$ cat src/rtl/sram_controller_pkg.sv
// Shared definitions for the SRAM controller.
// State encoding, default window/timing and SRAM address width.
package sram_pkg;

    typedef enum logic [1:0] {
        IDLE,
        SETUP,
        STROBE,
        DONE
    } state_t;

    localparam logic [31:0] DEF_BASE_ADDR   = 32'h0040_0000;
    localparam logic [31:0] DEF_SIZE        = 32'h0040_0000;
    localparam int          DEF_WAIT_CYCLES = 2;
    localparam int          SRAM_AW         = 20;

    // Unsigned window test; wraps correctly below the base.
    function automatic logic addr_hit(
        input logic [31:0] a,
        input logic [31:0] base,
        input logic [31:0] size
    );
        return (a - base) < size;
    endfunction

endpackage

$ cat src/rtl/sram_controller_if.sv
// Bus-side request/response bundle of the SRAM controller.
// The master drives requests, the slave answers.
interface sram_controller_if;

    logic        rreq;
    logic        wreq;
    logic [31:0] addr;
    logic [31:0] wdata;
    logic [31:0] rdata;
    logic        busy;
    logic        ack;

    modport master (
        output rreq, wreq, addr, wdata,
        input  rdata, busy, ack
    );

    modport slave (
        input  rreq, wreq, addr, wdata,
        output rdata, busy, ack
    );

endinterface

$ cat src/rtl/sram_controller.sv
// Single-FSM asynchronous SRAM controller.
// One full-word access at a time: setup, strobe, hold.
module sram_controller
    import sram_pkg::*;
#(
    parameter logic [31:0] BASE_ADDR   = DEF_BASE_ADDR,
    parameter logic [31:0] SIZE        = DEF_SIZE,
    parameter int          WAIT_CYCLES = DEF_WAIT_CYCLES
) (
    input  logic               clk,
    input  logic               reset,
    sram_controller_if.slave   bus,
    output logic [SRAM_AW-1:0] sram_addr,
    output logic [31:0]        sram_dout,
    input  logic [31:0]        sram_din,
    output logic               sram_doe,
    output logic               sram_ce_n,
    output logic               sram_oe_n,
    output logic               sram_we_n,
    output logic [3:0]         sram_be_n
);

    localparam int CW = $clog2(WAIT_CYCLES + 1);

    state_t          state;
    state_t          state_nx;
    logic [CW-1:0]   cnt;
    logic            op_wr;
    logic [31:0]     rdata_q;
    logic [31:0]     off;
    logic            accept;

    assign off       = bus.addr - BASE_ADDR;
    assign bus.ack   = (bus.rreq | bus.wreq) & addr_hit(bus.addr, BASE_ADDR, SIZE);
    assign accept    = (state == IDLE) & bus.ack;
    assign bus.rdata = rdata_q;
    assign sram_be_n = 4'b0000;

    // State register.
    always_ff @(posedge clk or posedge reset) begin
        if (reset) state <= IDLE;
        else       state <= state_nx;
    end

    // Next state and strobes decoded from state and latched op.
    always_comb begin
        state_nx  = state;
        bus.busy  = 1'b0;
        sram_ce_n = 1'b1;
        sram_oe_n = 1'b1;
        sram_we_n = 1'b1;
        sram_doe  = 1'b0;
        unique case (state)
            IDLE: begin
                if (accept) state_nx = SETUP;
            end
            SETUP: begin
                bus.busy  = 1'b1;
                sram_ce_n = 1'b0;
                sram_oe_n = op_wr;
                sram_doe  = op_wr;
                state_nx  = STROBE;
            end
            STROBE: begin
                bus.busy  = 1'b1;
                sram_ce_n = 1'b0;
                sram_oe_n = op_wr;
                sram_we_n = ~op_wr;
                sram_doe  = op_wr;
                if (cnt == '0) state_nx = DONE;
            end
            DONE: begin
                sram_doe = op_wr;
                state_nx = IDLE;
            end
            default: state_nx = IDLE;
        endcase
    end

    // Access latch, strobe counter and read capture.
    always_ff @(posedge clk or posedge reset) begin
        if (reset) begin
            sram_addr <= '0;
            sram_dout <= '0;
            op_wr     <= 1'b0;
            cnt       <= '0;
            rdata_q   <= '0;
        end else begin
            if (accept) begin
                sram_addr <= off[21:2];
                sram_dout <= bus.wdata;
                op_wr     <= bus.wreq;
            end
            if (state == SETUP) cnt <= CW'(WAIT_CYCLES - 1);
            if (state == STROBE) begin
                if (cnt != '0)  cnt <= cnt - CW'(1);
                else if (!op_wr) rdata_q <= sram_din;
            end
        end
    end

endmodule

$ cat src/flat_wrapper.sv
// flat-port wrapper written by rule: the top's interface ports become plain ports
module sram_controller_flat import sram_pkg::*;
#(
    parameter logic [31:0] BASE_ADDR   = DEF_BASE_ADDR,
    parameter logic [31:0] SIZE        = DEF_SIZE,
    parameter int          WAIT_CYCLES = DEF_WAIT_CYCLES
)
  (clk, reset, sram_addr, sram_dout, sram_din, sram_doe, sram_ce_n, sram_oe_n, sram_we_n, sram_be_n, bus_rreq, bus_wreq, bus_addr, bus_wdata, bus_rdata, bus_busy, bus_ack);
  sram_controller_if bus_i ();
  input  logic clk;
  input  logic reset;
  output logic [SRAM_AW-1:0] sram_addr;
  output logic [31:0] sram_dout;
  input  logic [31:0] sram_din;
  output logic sram_doe;
  output logic sram_ce_n;
  output logic sram_oe_n;
  output logic sram_we_n;
  output logic [3:0] sram_be_n;
  input wire logic [$bits(bus_i.rreq)-1:0] bus_rreq;
  input wire logic [$bits(bus_i.wreq)-1:0] bus_wreq;
  input wire logic [$bits(bus_i.addr)-1:0] bus_addr;
  input wire logic [$bits(bus_i.wdata)-1:0] bus_wdata;
  output wire logic [$bits(bus_i.rdata)-1:0] bus_rdata;
  output wire logic [$bits(bus_i.busy)-1:0] bus_busy;
  output wire logic [$bits(bus_i.ack)-1:0] bus_ack;
  assign bus_i.rreq = bus_rreq;
  assign bus_i.wreq = bus_wreq;
  assign bus_i.addr = bus_addr;
  assign bus_i.wdata = bus_wdata;
  assign bus_rdata = bus_i.rdata;
  assign bus_busy = bus_i.busy;
  assign bus_ack = bus_i.ack;
  sram_controller #(.BASE_ADDR(BASE_ADDR), .SIZE(SIZE), .WAIT_CYCLES(WAIT_CYCLES)) u_core (.clk(clk), .reset(reset), .bus(bus_i), .sram_addr(sram_addr), .sram_dout(sram_dout), .sram_din(sram_din), .sram_doe(sram_doe), .sram_ce_n(sram_ce_n), .sram_oe_n(sram_oe_n), .sram_we_n(sram_we_n), .sram_be_n(sram_be_n));
endmodule
$ cat config.mk
export PLATFORM = sky130hd
export DESIGN_NAME = sram_controller_flat
export DESIGN_NICKNAME = d
export VERILOG_FILES = /design/src/rtl/sram_controller_pkg.sv /design/src/rtl/sram_controller_if.sv /design/src/rtl/sram_controller.sv /design/src/flat_wrapper.sv
export SDC_FILE = /design/constraint.sdc
export NUM_CORES = 1
export LEC_CHECK = 0
export BUFFER_PORTS_ARGS = -buffer_cell sky130_fd_sc_hd__buf_2
export CAP_MARGIN = 20
export CORE_UTILIZATION = 42
export DETAILED_ROUTE_END_ITERATION = 10
export PLACE_DENSITY = 0.78
export SETUP_SLACK_MARGIN = 0.4
export SLEW_MARGIN = 40
export SYNTH_ARGS = -nofsm -noshare
export SYNTH_HDL_FRONTEND = slang
export SYNTH_SLANG_ARGS = --single-unit
$ cat constraint.sdc
create_clock -name clk -period 3 [get_ports clk]
set_input_delay 0.45 -clock clk [delete_from_list [all_inputs] [get_ports clk]]
set_output_delay 0.45 -clock clk [all_outputs]
set_load 0.01 [all_outputs]
==> impl_metrics.csv, run 1 <==
group,metric,value,unit
run_status,status,"complete, no violations",
yosys,synth_common_cells,"dfrtp_1, mux2_4, mux2_2",
sta,slew_viol_final,0,
drt,met3_wirelength,457,um
final_layout,fin_nets,519,
drt,dr.pass1.iters,4,
critical_path,crit_path_start_kind,"flip-flop",
yosys,syn-mean-instance-area,17.40,um2
clock_network,cts_made_buffers,9,
grt,grt_max_degree,38,
clock_network,htreeDepth,3,
final_layout,antenna_cells,0,
yosys,ys_seq_area_frac,0.5873,
critical_path,cp_top_family,"simple AND/OR/NAND/NOR gates",
clock_network,clock-sinks,89,
grt,antenna_found_initial,0,
drt,drc,0,
place,place.gp.congestion,0.7273,
final_layout,multi_input_area,1413,um2
drt,routed-wl-met2,3.755,mm
critical_path,crit_buf_inv,2,
yosys,syn_inst,218,
yosys,ys_types,27,
floorplan,core,8721,um2
grt,grt_pass1_wl,12.92,mm
yosys,yosys.area.top_type,"dfrtp_1",
drt,wl_per_cell,14.47,um
job,drv_cap,0,
clock_network,clockBufferDepth,2,
critical_path,critical_path_required,3.23,ns
yosys,synthFlopType,"dfrtp_1",
final_layout,fillers,717,
drt,via_per_inst,4.669,
drt,finalWirelength,7.640,mm
critical_path,crit_path_end_kind,"flip-flop",
critical_path,slowest_delay,0.54,ns
drt,drtIter0Drc,29,
clock_network,cts_tree,"yes",
pwr,ir_worst_vdd,0.5281,mV
yosys,synth_edf_count,0,
drt,vias,2465,
clock_network,clk_latency,0.35,ns
pwr,leakagePower,2.758,nW
yosys,synthesis.area,3792,um2
yosys,synthArstFlopShare,1.000,
critical_path,path_cells,"inv_1 > ha_1 > nor4b_4 > buf_12 > mux2_2",
yosys,ys.warnings.count,0,
sta,layout_min_cycle_time,2.119,ns
final_layout,area_growth,33.09,%
final_layout,seq_area,2227,um2
hold_path,hp-class,"input pin to flip-flop",
sta,relSlewSlack,0.6213,
sta,fmax,0.4720,GHz
floorplan,initial_core_util,0.4349,
yosys,synth.top_cell.area_share,0.5873,
sta,fin_crit_sh,0.7063,
yosys,synthTopCellsByArea,"dfrtp_1, mux2_4, mux2_2",
drt,postRouteAntennaNets,0,
critical_path,cp_max_fo,28,
final_layout,drive_gt1_frac,0.7143,
clock_network,path_clk_slew,0.10,ns
drt,routedLengthMet1,3.255,mm
place,io_buffers,187,
critical_path,path_class,"flip-flop to flip-flop",
pwr,powerDensity,684.5,nW/um2
sta,hold_viol_final,0,
floorplan,row_count,34,
floorplan,die_x,97.03,um
yosys,ys_ff_latch,89,
sta,finalSetupViolCount,0,
drt,highest_layer,"met4",
floorplan,die_h,97.03,um
sta,skew,0.01161,ns
yosys,yosysMostFrequentCell,"dfrtp_1",
grt,grt_pass1_vias,2593,
sta,worstMarginPinSlew,0.5657,ns
place,hpwl,5.774,mm
sta,rsz0062_at_grt,"no",
critical_path,crit_arrival,2.35,ns
critical_path,slowest_stage,"nor4b_4",
floorplan,ioPinCount,194,
clock_network,cts_hold_repair.buffers,0,
grt,groute.usage.overall,0.1728,
clock_network,cts.repair.resized,0,
clock_network,post_cts_buffers,0,
sta,hold_ws,0.3159,ns
clock_network,root_buffer,"clkbuf_8",
sta,fin_setup_tns,0,ns
grt,overflow,0,
floorplan,die_area,9414,um2
==> kinds of logic after synthesis <==
logic type      share of synthesized area
compound gates                    0.01815
mux                                0.3045
flops                              0.5873
fa+ha+maj                         0.01320
other cells                     0.0009888
buf+inv                           0.04322
simple gates                      0.03267
==> flip-flops by register name, indices dropped and copies added, names as in the netlist <==
register	cells
u_core.bus.rdata	32
u_core.sram_dout	32
u_core.sram_addr	20
u_core.cnt	2
u_core.state	2
u_core.op_wr	1
==> metal layers <==
layer	up-vias	track usage
met5	-	0
met4	0	0.07692
met3	17	0.03613
met2	114	0.2719
met1	1192	0.2306
li1	1142	-
==> cell usage in the layout (no fill, tap or decap), drive strengths merged, types with 2 or more instances in the layout <==
master	count
a21oi	2
buf	194
clkbuf	10
clkinv	3
conb	4
dfrtp	89
ha	4
inv	7
mux2	85
nand2	4
nor2	3
nor4b	2
==> per-stage QoR <==
step,area [um2],std cells,util,worst slack (ns),power [mW]
3_5_place_dp,4851,511,0.5562,0.8392,2.725
3_3_place_gp,4796,509,0.5499,0.9036,2.666
6_report,5047,528,0.5788,0.8812,3.455
4_1_cts,5037,527,0.5776,0.8243,3.508
2_1_floorplan,3807,221,-,1.250,2.256
5_1_grt,5047,528,0.5788,0.6952,3.675
==> final timing paths <==
| path | slack [ns] | to | depth (start not counted) | startpoint |
|---|---|---|---|---|
| min reg2reg | 0.49 | u_core.bus.rdata[18] | 1 | u_core.bus.rdata[18] |
| max reg2reg | 0.88 | u_core.bus.rdata[15] | 5 | u_core.state[0] |
| min | 0.32 | u_core.bus.rdata[17] | 2 | sram_din[17] |
| max in group asynchronous | 1.53 | u_core.sram_addr[13] | 6 | reset |
| max | 0.88 | u_core.bus.rdata[15] | 5 | u_core.state[0] |
| min in group asynchronous | 0.57 | u_core.state[0] | 3 | reset |
==> layout make-up <==
class | instances | share of cell area
Clock inverter | 6 | 0.009668
Sequential cell | 89 | 0.4413
Clock buffer | 10 | 0.02727
Inverter | 5 | 0.004462
Timing Repair Buffer | 195 | 0.2107
Tap cell | 108 | 0.02677
Multi-Input combinational cell | 115 | 0.2799
==> power by group <==
group,switching (mW),internal (mW)
clock network,0.438,0.335
logic,0.519,0.581
registers,0.126,1.46
total,1.08,2.37
No activity file was read; power rests on OpenSTA's default activity.
==> inputs of run 2 (changes only) <==
- ABC_AREA: default -> 1
- CORE_UTILIZATION: 42 -> 41
- PLACE_DENSITY: 0.78 -> 0.79
- clock period: 3 -> 1.9 ns (I/O delays scaled with it)
==> impl_metrics.csv, run 2 <==
group,metric,value,unit
run_status,violations,"design-rule violations",
yosys,synthTopCellsByArea,"dfrtp_1, nand2_1, mux2_4",
place,place_inst,634,
run_status,status,"complete, but fails checks",
sta,slew_viol_final,0,
sta,fin_crit_sh,0.8251,
yosys,yosysMostFrequentCell,"nand2_1",
drt,postRouteAntennaNets,0,
sta,worst_slack,0.3323,ns
clock_network,root_buffer,"clkbuf_8",
sta,hold_ws,0.05846,ns
drt,via_per_inst,4.696,
yosys,synth_common_cells,"nand2_1, dfrtp_1, nand3_1",
yosys,synthesis.area,3806,um2
clock_network,clock-sinks,89,
place,place.gp.congestion,0.7916,
clock_network,clk_latency,0.34,ns
yosys,synthFlopType,"dfrtp_1",
critical_path,path_class,"flip-flop to primary output",
critical_path,rr_startpoint,"u_core.state[1]",
pwr,powerDensity,1242,nW/um2
critical_path,crit_path_end_kind,"primary output",
pwr,p_total,6.348,mW
sta,fin_setup_tns,0,ns
critical_path,critical_path_required,1.62,ns
clock_network,cts_made_buffers,9,
floorplan,initial_core_util,0.4301,
clock_network,clockBufferDepth,2,
pwr,ir_worst_vdd,0.7422,mV
critical_path,cp_max_fo,4,
clock_network,htreeDepth,3,
grt,grt_pass1_wl,14.74,mm
critical_path,r2r_end,"u_core.bus.rdata[23]",
drt,vias,3076,
grt,overflow,0,
final_layout,antenna_cells,0,
final_layout,area_growth,34.32,%
floorplan,die_x,98.35,um
final_layout,final_cells,655,
drt,drc,11,
floorplan,die_area,9673,um2
yosys,ys.warnings.count,0,
sta,fmax,0.6379,GHz
yosys,syn-mean-instance-area,10.72,um2
place,hpwl,6.418,mm
sta,finalSetupViolCount,0,
yosys,synth.top_cell.area_share,0.5851,
critical_path,rrSetupSlack,0.34,ns
floorplan,row_count,34,
floorplan,die_h,98.35,um
place,place_worst_setup_slack,0.2195,ns
grt,grt_max_degree,90,
yosys,ys_ff_latch,89,
place,io_buffers,187,
drt,finalWirelength,9.298,mm
grt,antenna_found_initial,0,
yosys,yosys.area.top_type,"dfrtp_1",
sta,layout_min_cycle_time,1.568,ns
sta,skew,0.01282,ns
clock_network,path_clk_slew,0.10,ns
drt,drtIter0Drc,114,
final_layout,final_common_cell,"buf_2",
yosys,ys_types,19,
critical_path,crit_arrival,1.28,ns
yosys,synth_edf_count,0,
floorplan,ioPinCount,194,
pwr,leakagePower,3.072,nW
final_layout,fin_nets,646,
yosys,synthArstFlopShare,1.000,
yosys,ys_seq_area_frac,0.5851,
hold_path,hp-class,"input pin to asynchronous set/reset pin",
yosys,syn_inst,355,
final_layout,final_cell_mix,"buf_2, nand2_1, dfrtp_1",
grt,grt_pass1_vias,3135,
job,drv_cap,0,
sta,rsz0062_at_grt,"yes",
sta,hold_viol_final,0,
critical_path,crit_path_start_kind,"flip-flop",
floorplan,core,8848,um2
drt,wl_per_cell,14.20,um
drt,dr.pass1.iters,7,
final_layout,drive_gt1_frac,0.4680,
clock_network,cts_hold_repair.buffers,0,
clock_network,cts_tree,"yes",
critical_path,reg2reg_depth,5,
grt,groute.usage.overall,0.1916,
-- run 2: cell families after synthesis --
kind of cell,share of synthesized area
AOI/OAI and AO/OA,0.005257
adders and majority gates,0.01315
buffers and inverters,0.06246
DFF,0.5851
muxes,0.1243
other,0.0009852
and+or+nand+nor,0.2087
-- run 2: timing repair --
action / CTS / global route
resized for setup: 5 / 5
setup buffers: 2 / 1
pin swaps: 2 / 2
cloned: 0 / 2
setup endpoints to repair: 90 / 81
-- run 2: where the power goes --
part           internal, mW  switching (mW)  total, mW
Combinational          1.30            1.15       2.45
Clock                 0.687           0.674       1.36
Sequential             2.30           0.232       2.54
Total                  4.29            2.06       6.35
-- run 2: final cells by class --
class                           count  area [um2]
Clock inverter                      5       62.56
Inverter                           15       60.06
Tap cell                          108       135.1
Sequential cell                    89        2227
Timing Repair Buffer              196        1085
Clock buffer                       11       151.4
Multi-Input combinational cell    231        1391
Fill cell                         796        3736
-- run 2: layer usage --
| metal | GRT usage | vias up | share of wire |
|---|---|---|---|
| met1 | 0.2353 | 1454 | 0.41 |
| met2 | 0.3386 | 104 | 0.52 |
| met5 | 0 | - | 0 |
| met4 | 0.08152 | 0 | 0.023 |
| met3 | 0.02577 | 18 | 0.045 |
| li1 | - | 1500 | - |
-- run 2: critical path: stages (launching register included) --
cell and delay [ns]:
dfrtp_1 0.39, inv_2 0.09, ha_4 0.29, nand2_2 0.05, buf_6 0.11
-- run 2: worst max path at each step --
stage,start,to,cells after the start,slack [ns]
after floorplan,u_core.state[0],u_core.bus.rdata[0],5,0.43
after global placement,bus_addr[30],u_core.sram_addr[9],9,0.27
after detailed placement,bus_addr[31],u_core.sram_addr[12],9,0.22
after CTS,u_core.state[0],sram_oe_n,4,0.33
after global routing,u_core.state[0],sram_oe_n,4,0.28
final,u_core.state[0],sram_oe_n,4,0.33
-- run 2: through the flow --
step           utilization  area (um2)
6_report            0.5778        5112
5_1_grt             0.5778        5112
4_1_cts             0.5701        5045
3_5_place_dp        0.5417        4793
3_3_place_gp        0.5417        4793
2_1_floorplan            -        3821
